File: config.mk
export PLATFORM = sky130hd
export DESIGN_NAME = hazard_unit_fwd_flat
export DESIGN_NICKNAME = d
export VERILOG_FILES = /design/src/rtl/hazard_unit_fwd_if.sv /design/src/rtl/hazard_unit_fwd.sv /design/src/flat_wrapper.sv
export SDC_FILE = /design/constraint.sdc
export NUM_CORES = 1
export LEC_CHECK = 0
export ABC_AREA = 1
export CORE_AREA = 2 2 96 98
export CTS_BUF_LIST = sky130_fd_sc_hd__clkbuf_8
export DETAILED_ROUTE_END_ITERATION = 10
export DIE_AREA = 0 0 98 100
export PLACE_DENSITY_LB_ADDON = 0.2
export SETUP_SLACK_MARGIN = 0.05
export SKIP_CTS_REPAIR_TIMING = 1
export SYNTH_ARGS = -nofsm -noshare
export SYNTH_HDL_FRONTEND = slang
export SYNTH_SLANG_ARGS = --single-unit
File: constraint.sdc
create_clock -name clk -period 1.9 [get_ports clk]
set_clock_uncertainty 0.05 [all_clocks]
set_input_delay 0.57 -clock clk [delete_from_list [all_inputs] [get_ports clk]]
set_output_delay 0.57 -clock clk [all_outputs]
set_load 0.005 [all_outputs]
File: src/rtl/hazard_unit_fwd_if.sv
// -----------------------------------------------------------------------------
// hazard_unit_fwd_if
//   Bundle between the pipeline stages and the hazard/forwarding unit.
//   The pipeline side (master) drives the ID-stage operand information, the
//   EX branch resolution and the memory handshake status. The hazard unit
//   (slave) returns the forwarding selects, the per-stage stall/nop controls,
//   the performance counters and the watchdog flag.
//
//   Parameters: RA_W  register address width
//               DEPTH scoreboard entries (sets the fwd_sel width)
//               CNT_W performance counter width
// -----------------------------------------------------------------------------
interface hazard_unit_fwd_if #(
  parameter int RA_W  = 5,
  parameter int DEPTH = 3,
  parameter int CNT_W = 16
);
  localparam int SW = $clog2(DEPTH + 1);

  // ID stage instruction
  logic            id_valid;
  logic [RA_W-1:0] id_rs1;
  logic [RA_W-1:0] id_rs2;
  logic            id_rs1_used;
  logic            id_rs2_used;
  logic            id_regwrite;
  logic [RA_W-1:0] id_waddr;
  logic            id_is_load;

  // EX branch resolution and memory status
  logic            branch_PC_contral;
  logic            iready_n;
  logic            dready_n;
  logic            dbusy;
  logic [1:0]      MemRW_pype2;

  // Controls returned to the pipeline
  logic [SW-1:0]   fwd_sel_rs1;
  logic [SW-1:0]   fwd_sel_rs2;
  logic            stall_IF;
  logic            stall_ID;
  logic            stall_EX;
  logic            stall_Mem;
  logic            stall_WB;
  logic            nop_ID;
  logic            nop_EX;
  logic [CNT_W-1:0] perf_hazard;
  logic [CNT_W-1:0] perf_flush;
  logic [CNT_W-1:0] perf_memstall;
  logic            mem_timeout;

  modport master (
    output id_valid, id_rs1, id_rs2, id_rs1_used, id_rs2_used,
           id_regwrite, id_waddr, id_is_load,
           branch_PC_contral, iready_n, dready_n, dbusy, MemRW_pype2,
    input  fwd_sel_rs1, fwd_sel_rs2,
           stall_IF, stall_ID, stall_EX, stall_Mem, stall_WB,
           nop_ID, nop_EX,
           perf_hazard, perf_flush, perf_memstall, mem_timeout
  );

  modport slave (
    input  id_valid, id_rs1, id_rs2, id_rs1_used, id_rs2_used,
           id_regwrite, id_waddr, id_is_load,
           branch_PC_contral, iready_n, dready_n, dbusy, MemRW_pype2,
    output fwd_sel_rs1, fwd_sel_rs2,
           stall_IF, stall_ID, stall_EX, stall_Mem, stall_WB,
           nop_ID, nop_EX,
           perf_hazard, perf_flush, perf_memstall, mem_timeout
  );
endinterface

File: src/rtl/hazard_unit_fwd.sv
// -----------------------------------------------------------------------------
// hazard_unit_fwd
//   Pipeline hazard controller with a scoreboard of in-flight register
//   writers (entry 0 = EX, 1 = MEM, 2 = WB, ...). Produces forwarding selects
//   for both ID operands, load-use / no-forward stalls, branch flush and the
//   memory-access freeze, plus saturating performance counters and a
//   memory-stall watchdog.
//
//   Ports: clk  clock
//          rst  synchronous reset, active low
//          bus  hazard_unit_fwd_if.slave (ID operands, branch, memory status
//               in; fwd selects, stall_*/nop_*, counters, mem_timeout out)
//
//   fwd_sel encoding: 0 = register file, k = scoreboard entry k-1.
// -----------------------------------------------------------------------------
module hazard_unit_fwd #(
  parameter int RA_W     = 5,
  parameter int DEPTH    = 3,
  parameter int FWD_EN   = 1,
  parameter int LOAD_LAT = 1,
  parameter int CNT_W    = 16,
  parameter int TIMEOUT  = 255
) (
  input logic              clk,
  input logic              rst,
  hazard_unit_fwd_if.slave bus
);
  localparam int SW   = $clog2(DEPTH + 1);
  // One spare value so the counter can sit at TIMEOUT without wrapping.
  localparam int WD_W = $clog2(TIMEOUT + 2);

  // Scoreboard
  logic [DEPTH-1:0] sb_valid_reg, sb_valid_next;
  logic [DEPTH-1:0] sb_load_reg,  sb_load_next;
  logic [RA_W-1:0]  sb_waddr_reg  [DEPTH];
  logic [RA_W-1:0]  sb_waddr_next [DEPTH];

  logic [CNT_W-1:0] perf_hazard_reg, perf_flush_reg, perf_memstall_reg;
  logic [WD_W-1:0]  wd_cnt_reg;
  logic             mem_timeout_reg;

  logic             mem_stall;
  logic             hazard;
  logic [DEPTH-1:0] match_rs1, match_rs2;
  logic [SW-1:0]    win_rs1, win_rs2;
  logic             win_rs1_load, win_rs2_load;
  logic             lu_rs1, lu_rs2;
  logic [SW-1:0]    fwd_rs1, fwd_rs2;

  assign mem_stall = bus.iready_n
                   | (bus.dready_n & bus.MemRW_pype2[1])
                   | (bus.dbusy    & bus.MemRW_pype2[0]);

  // Per-entry operand compare. x0 and unused operands never match.
  genvar gi;
  generate
    for (gi = 0; gi < DEPTH; gi++) begin : g_match
      assign match_rs1[gi] = sb_valid_reg[gi] && (sb_waddr_reg[gi] == bus.id_rs1)
                          && bus.id_rs1_used && (bus.id_rs1 != '0);
      assign match_rs2[gi] = sb_valid_reg[gi] && (sb_waddr_reg[gi] == bus.id_rs2)
                          && bus.id_rs2_used && (bus.id_rs2 != '0);
    end
  endgenerate

  // Youngest match wins: scan oldest to youngest so lower indices overwrite.
  always_comb begin
    win_rs1      = '0;
    win_rs2      = '0;
    win_rs1_load = 1'b0;
    win_rs2_load = 1'b0;
    for (int i = DEPTH - 1; i >= 0; i--) begin
      if (match_rs1[i]) begin
        win_rs1      = SW'(i + 1);
        win_rs1_load = sb_load_reg[i];
      end
      if (match_rs2[i]) begin
        win_rs2      = SW'(i + 1);
        win_rs2_load = sb_load_reg[i];
      end
    end
  end

  // A load is not yet forwardable while it sits at entry index < LOAD_LAT,
  // i.e. while its select value (index+1) is <= LOAD_LAT.
  assign lu_rs1 = (win_rs1 != '0) && win_rs1_load && (int'(win_rs1) <= LOAD_LAT);
  assign lu_rs2 = (win_rs2 != '0) && win_rs2_load && (int'(win_rs2) <= LOAD_LAT);

  always_comb begin
    hazard  = 1'b0;
    fwd_rs1 = '0;
    fwd_rs2 = '0;
    if (FWD_EN != 0) begin
      hazard  = bus.id_valid & (lu_rs1 | lu_rs2);
      fwd_rs1 = win_rs1;
      fwd_rs2 = win_rs2;
    end else begin
      // Without forwarding every in-flight producer must retire first.
      hazard  = bus.id_valid & ((|match_rs1) | (|match_rs2));
    end
  end

  // Scoreboard next state: freeze on mem_stall, otherwise shift toward WB.
  // Entry 0 takes a bubble on branch flush or hazard, else the ID writer.
  always_comb begin
    sb_valid_next = sb_valid_reg;
    sb_load_next  = sb_load_reg;
    sb_waddr_next = sb_waddr_reg;
    if (!mem_stall) begin
      for (int i = DEPTH - 1; i >= 1; i--) begin
        sb_valid_next[i] = sb_valid_reg[i-1];
        sb_load_next[i]  = sb_load_reg[i-1];
        sb_waddr_next[i] = sb_waddr_reg[i-1];
      end
      if (bus.branch_PC_contral || hazard) begin
        sb_valid_next[0] = 1'b0;
        sb_load_next[0]  = 1'b0;
        sb_waddr_next[0] = '0;
      end else begin
        sb_valid_next[0] = bus.id_valid & bus.id_regwrite & (bus.id_waddr != '0);
        sb_load_next[0]  = bus.id_is_load;
        sb_waddr_next[0] = bus.id_waddr;
      end
    end
  end

  always_ff @(posedge clk) begin
    if (!rst) begin
      sb_valid_reg      <= '0;
      sb_load_reg       <= '0;
      for (int i = 0; i < DEPTH; i++) sb_waddr_reg[i] <= '0;
      perf_hazard_reg   <= '0;
      perf_flush_reg    <= '0;
      perf_memstall_reg <= '0;
      wd_cnt_reg        <= '0;
      mem_timeout_reg   <= 1'b0;
    end else begin
      sb_valid_reg <= sb_valid_next;
      sb_load_reg  <= sb_load_next;
      sb_waddr_reg <= sb_waddr_next;

      // A hazard coincident with a branch belongs to a flushed instruction.
      if (hazard && !bus.branch_PC_contral && !mem_stall && (perf_hazard_reg != '1))
        perf_hazard_reg <= perf_hazard_reg + CNT_W'(1);
      if (bus.nop_ID && (perf_flush_reg != '1))
        perf_flush_reg <= perf_flush_reg + CNT_W'(1);
      if (mem_stall && (perf_memstall_reg != '1))
        perf_memstall_reg <= perf_memstall_reg + CNT_W'(1);

      if (mem_stall) begin
        if (wd_cnt_reg != WD_W'(TIMEOUT))
          wd_cnt_reg <= wd_cnt_reg + WD_W'(1);
        // Flag rises on the edge where the run length reaches TIMEOUT.
        if (wd_cnt_reg >= WD_W'(TIMEOUT - 1))
          mem_timeout_reg <= 1'b1;
      end else begin
        wd_cnt_reg <= '0;
      end
    end
  end

  assign bus.fwd_sel_rs1   = fwd_rs1;
  assign bus.fwd_sel_rs2   = fwd_rs2;
  assign bus.stall_IF      = mem_stall | (hazard & ~bus.branch_PC_contral);
  assign bus.stall_ID      = mem_stall | (hazard & ~bus.branch_PC_contral);
  assign bus.stall_EX      = mem_stall;
  assign bus.stall_Mem     = mem_stall;
  assign bus.stall_WB      = mem_stall;
  assign bus.nop_ID        = bus.branch_PC_contral & ~mem_stall;
  assign bus.nop_EX        = (bus.branch_PC_contral | hazard) & ~mem_stall;
  assign bus.perf_hazard   = perf_hazard_reg;
  assign bus.perf_flush    = perf_flush_reg;
  assign bus.perf_memstall = perf_memstall_reg;
  assign bus.mem_timeout   = mem_timeout_reg;
endmodule

File: src/flat_wrapper.sv
// flat-port wrapper written by rule: the top's interface ports become plain ports
module hazard_unit_fwd_flat 
#(
  parameter int RA_W     = 5,
  parameter int DEPTH    = 3,
  parameter int FWD_EN   = 1,
  parameter int LOAD_LAT = 1,
  parameter int CNT_W    = 16,
  parameter int TIMEOUT  = 255
)
  (clk, rst, bus_id_valid, bus_id_rs1, bus_id_rs2, bus_id_rs1_used, bus_id_rs2_used, bus_id_regwrite, bus_id_waddr, bus_id_is_load, bus_branch_PC_contral, bus_iready_n, bus_dready_n, bus_dbusy, bus_MemRW_pype2, bus_fwd_sel_rs1, bus_fwd_sel_rs2, bus_stall_IF, bus_stall_ID, bus_stall_EX, bus_stall_Mem, bus_stall_WB, bus_nop_ID, bus_nop_EX, bus_perf_hazard, bus_perf_flush, bus_perf_memstall, bus_mem_timeout);
  hazard_unit_fwd_if #(.RA_W(RA_W), .DEPTH(DEPTH), .CNT_W(CNT_W)) bus_i ();
  input logic clk;
  input logic rst;
  input wire logic [$bits(bus_i.id_valid)-1:0] bus_id_valid;
  input wire logic [$bits(bus_i.id_rs1)-1:0] bus_id_rs1;
  input wire logic [$bits(bus_i.id_rs2)-1:0] bus_id_rs2;
  input wire logic [$bits(bus_i.id_rs1_used)-1:0] bus_id_rs1_used;
  input wire logic [$bits(bus_i.id_rs2_used)-1:0] bus_id_rs2_used;
  input wire logic [$bits(bus_i.id_regwrite)-1:0] bus_id_regwrite;
  input wire logic [$bits(bus_i.id_waddr)-1:0] bus_id_waddr;
  input wire logic [$bits(bus_i.id_is_load)-1:0] bus_id_is_load;
  input wire logic [$bits(bus_i.branch_PC_contral)-1:0] bus_branch_PC_contral;
  input wire logic [$bits(bus_i.iready_n)-1:0] bus_iready_n;
  input wire logic [$bits(bus_i.dready_n)-1:0] bus_dready_n;
  input wire logic [$bits(bus_i.dbusy)-1:0] bus_dbusy;
  input wire logic [$bits(bus_i.MemRW_pype2)-1:0] bus_MemRW_pype2;
  output wire logic [$bits(bus_i.fwd_sel_rs1)-1:0] bus_fwd_sel_rs1;
  output wire logic [$bits(bus_i.fwd_sel_rs2)-1:0] bus_fwd_sel_rs2;
  output wire logic [$bits(bus_i.stall_IF)-1:0] bus_stall_IF;
  output wire logic [$bits(bus_i.stall_ID)-1:0] bus_stall_ID;
  output wire logic [$bits(bus_i.stall_EX)-1:0] bus_stall_EX;
  output wire logic [$bits(bus_i.stall_Mem)-1:0] bus_stall_Mem;
  output wire logic [$bits(bus_i.stall_WB)-1:0] bus_stall_WB;
  output wire logic [$bits(bus_i.nop_ID)-1:0] bus_nop_ID;
  output wire logic [$bits(bus_i.nop_EX)-1:0] bus_nop_EX;
  output wire logic [$bits(bus_i.perf_hazard)-1:0] bus_perf_hazard;
  output wire logic [$bits(bus_i.perf_flush)-1:0] bus_perf_flush;
  output wire logic [$bits(bus_i.perf_memstall)-1:0] bus_perf_memstall;
  output wire logic [$bits(bus_i.mem_timeout)-1:0] bus_mem_timeout;
  assign bus_i.id_valid = bus_id_valid;
  assign bus_i.id_rs1 = bus_id_rs1;
  assign bus_i.id_rs2 = bus_id_rs2;
  assign bus_i.id_rs1_used = bus_id_rs1_used;
  assign bus_i.id_rs2_used = bus_id_rs2_used;
  assign bus_i.id_regwrite = bus_id_regwrite;
  assign bus_i.id_waddr = bus_id_waddr;
  assign bus_i.id_is_load = bus_id_is_load;
  assign bus_i.branch_PC_contral = bus_branch_PC_contral;
  assign bus_i.iready_n = bus_iready_n;
  assign bus_i.dready_n = bus_dready_n;
  assign bus_i.dbusy = bus_dbusy;
  assign bus_i.MemRW_pype2 = bus_MemRW_pype2;
  assign bus_fwd_sel_rs1 = bus_i.fwd_sel_rs1;
  assign bus_fwd_sel_rs2 = bus_i.fwd_sel_rs2;
  assign bus_stall_IF = bus_i.stall_IF;
  assign bus_stall_ID = bus_i.stall_ID;
  assign bus_stall_EX = bus_i.stall_EX;
  assign bus_stall_Mem = bus_i.stall_Mem;
  assign bus_stall_WB = bus_i.stall_WB;
  assign bus_nop_ID = bus_i.nop_ID;
  assign bus_nop_EX = bus_i.nop_EX;
  assign bus_perf_hazard = bus_i.perf_hazard;
  assign bus_perf_flush = bus_i.perf_flush;
  assign bus_perf_memstall = bus_i.perf_memstall;
  assign bus_mem_timeout = bus_i.mem_timeout;
  hazard_unit_fwd #(.RA_W(RA_W), .DEPTH(DEPTH), .FWD_EN(FWD_EN), .LOAD_LAT(LOAD_LAT), .CNT_W(CNT_W), .TIMEOUT(TIMEOUT)) u_core (.clk(clk), .rst(rst), .bus(bus_i));
endmodule
==> summary.txt <==
Status
  • Status: complete, but fails checks
  • Failing checks: setup timing

Global routing
  • All-Layer GR Usage: 23.1%
  • Initial antenna violation count: 0
  • Met2 usage: approximately two fifths
  • Met1 usage: between 20% and 30%
  • First-pass GRT wire length: 18800 um
  • GR Overflow Total: 0
  • GR peak layer: met2
  • GRT met3 Usage: about 4.9%
  • Vias in the first global route: roughly 4.3k
  • Largest net degree at the start of global routing: 29

CTS
  • Inserted Clock Buffers: 9
  • H-tree depth: 3
  • TritonCTS clock tree: yes
  • Worst-skew pair later-pin latency: 0.35 ns
  • Clock tree sinks: 77
  • Clock root buffer: clkbuf_8
  • Clk buf depth: 2
  • CTS clk-pin slew, worst paths: approximately 0.08 ns

Logic synthesis
  • Seq/Total Area, Yosys: 37.1%
  • #FFs+latches synth: 77
  • Compound-gate portion of the synthesized area: between 10% and 20%
  • Largest family of logic cells by synthesized area: simple AND/OR/NAND/NOR gates
  • Syn Nets: around 660
  • Mux contribution to synthesized area: 0%
  • Synth unique cells: 44
  • Avg Inst Size Synth: 6.67 um^2
  • Simple-Gate Fraction of Synth Area: 34.8%
  • Synth Area in Adders: 1.81%
  • Warnings from Yosys: 0
  • Post-Synth XOR/XNOR Area: 1.69%
  • Cells after synthesis: between 600 and 700
  • Post-Syn Area: 4150 um^2

Worst setup path
  • Critical Path End Type: primary output
  • Crit-path slowest cell: clkdlybuf4s50_1
  • Worst path required time: between 1 and 1.5 ns
  • CP Launch Type: primary input
  • Arr. time, crit path: 1.65 ns
  • CP peak stage delay: 0.49 ns
  • Crit path cell chain: clkdlybuf4s50_1, nand2_1, inv_1, nand2_4, a21oi_4, buf_2
  • Crit Path Category: primary input to primary output
  • Worst-path fanout max: 3

Timing
  • Relative slew slack: 65.8%
  • Final WS setup: -0.372 ns
  • Tcrit/Tclk final: 120%
  • Worst-Margin Slew: 0.508 ns
  • Fin. max-slew vios: 0
  • Final setup violation count: 7
  • WHS: 0.416 ns
  • Fin. Hold Viols: 0
  • FMAX: 440 MHz
  • RSZ-0062 raised after global routing: true
  • Min Tclk post-route: 2.27 ns

Finish
  • Share of cells above drive strength 1: 35.9%
  • Commonest non-fill, non-tap cell in the layout: nand2_1
  • Post-route insts no fill: 914
  • Ant diodes: 0
  • Fin nets: 834
  • Commonest non-fill, non-tap cells in the layout: nand2_1 (127), buf_4 (84), nor2_1 (68)
  • Syn-to-layout area delta: 59.9%

Floorplan
  • Io pins: between 80 and 90
  • Die width: 98 um
  • # rows: 35
  • Core area: 8890 um^2
  • Initial Util: 46.7%
  • Die area: about 9800 um^2
  • DIE HEIGHT: 100 um

Power and ir drop
  • Total chip power: 3.25 mW
  • Leakage: 3.33 nW
  • Pwr Density: about 500 nW/um^2
  • Worst vdd ir: 0.401 mV

Routing
  • DR DRC count: 0
  • Vias per cell: 5.35
  • Final WL: around 13000 um
  • Initial DRC count: 174
  • Routed Antenna Nets: 0
  • Drt wl/cell: 14.5 um
  • Detailed Routing Iterations Pass 1: 5
  • Total number of vias: 4891

Placement
  • Pre-CTS setup slack: -1.21 ns
  • DP Wirelength: 8750 um
  • Placed instance count: 860
  • GP Congestion: 0.974
  • IO buf count: 87

Hold path
  • HP Class: register to register

Flow run
  • Max Cap Viol: 0
per-layer routing:
layer | vias to the layer above | part of all wire, %
li1 | 2412 | -
met1 | 2270 | 42
met2 | 183 | 50
met3 | 26 | 6.3
met4 | 0 | 2.1
met5 | - | 0
path summary, 6_finish.rpt:
check	startpoint	endpoint	slack, ns	depth (start not counted)
min reg2reg	u_core.bus.perf_flush[0]	u_core.bus.perf_flush[0]	0.42	1
max reg2reg	u_core.bus.perf_hazard[1]	u_core.bus.perf_hazard[14]	0.06	10
max	bus_id_valid	bus_nop_EX	-0.37	6
min	u_core.bus.perf_flush[0]	u_core.bus.perf_flush[0]	0.42	1
power breakdown:
part           switching (mW)  internal [mW]  total (mW)
combinational           0.220          0.197       0.417
sequential             0.0186           1.59        1.61
clock                   0.597          0.627        1.22
Yosys cell counts:
library cell,instances,share of area (%)
inv_2,9,0.81
nand2b_1,1,0.15
a21boi_0,2,0.36
nor2_1,75,6.8
xnor2_1,3,0.63
nor3b_2,1,0.30
o21bai_1,1,0.18
nor3_2,1,0.24
nor2_8,1,0.48
nand2_2,4,0.60
nor3_1,28,3.4
nand2_1,139,13
nor3b_1,4,0.72
clkbuf_1,9,0.81
o21ba_2,1,0.24
a221oi_1,4,0.84
xor2_1,5,1.1
buf_6,2,0.54
clkinv_1,1,0.090
nor4_2,1,0.30
a2111oi_0,1,0.21
buf_1,1,0.090
o31ai_1,1,0.18
a31oi_1,2,0.30
inv_1,78,7.1
nand4_1,17,2.6
and3_1,3,0.45
nand3_1,42,5.1
dfxtp_1,77,37
nor2_2,3,0.45
o22ai_1,16,2.4
o21ai_1,2,0.24
nand3b_1,1,0.18
nor4_1,1,0.15
a21oi_2,1,0.21
a211oi_1,2,0.36
o21ai_0,26,3.1
a21oi_1,41,4.9
nand3_4,1,0.42
ha_1,6,1.8
o21a_1,2,0.36
o2111ai_1,1,0.21
a311oi_1,1,0.21
buf_4,4,0.72
worst max-delay path: cells and delay by family:
kind	cells	cell delay [ns]
and+or+nand+nor	2	0.15
AOI/OAI and AO/OA	1	0.16
buffers and inverters	3	0.78
area by class of cell:
| type | instances | area, um^2 |
|---|---|---|
| clock buffer | 10 | 138 |
| clock inverter | 4 | 50.0 |
| fill | 673 | 2250 |
| inverter | 88 | 350 |
| multi-input combinational | 441 | 2560 |
| sequential | 77 | 1690 |
| tap | 111 | 139 |
| timing repair buffer | 183 | 1710 |
logic make-up (layout without fill, tap and decap cells):
kind of cell,Yosys count,in the layout
adder cells (fa/ha/maj),6,6
XOR/XNOR,8,8
AND/OR/NAND/NOR,323,323
AO/OA/AOI/OAI,104,104
flip-flops,77,77
buffers and inverters,104,285
through the flow:
stage	cell area, um^2	utilization, %	TNS [ns]
after floorplan	4210	-	-0.0296
after global placement	5560	62.5	-39.39
after detailed placement	5560	62.5	-42.89
after CTS	5740	64.6	-18.96
after global routing	6640	74.7	-3.51
final	6640	74.7	-2.14
(Power assumes the default switching activity.)
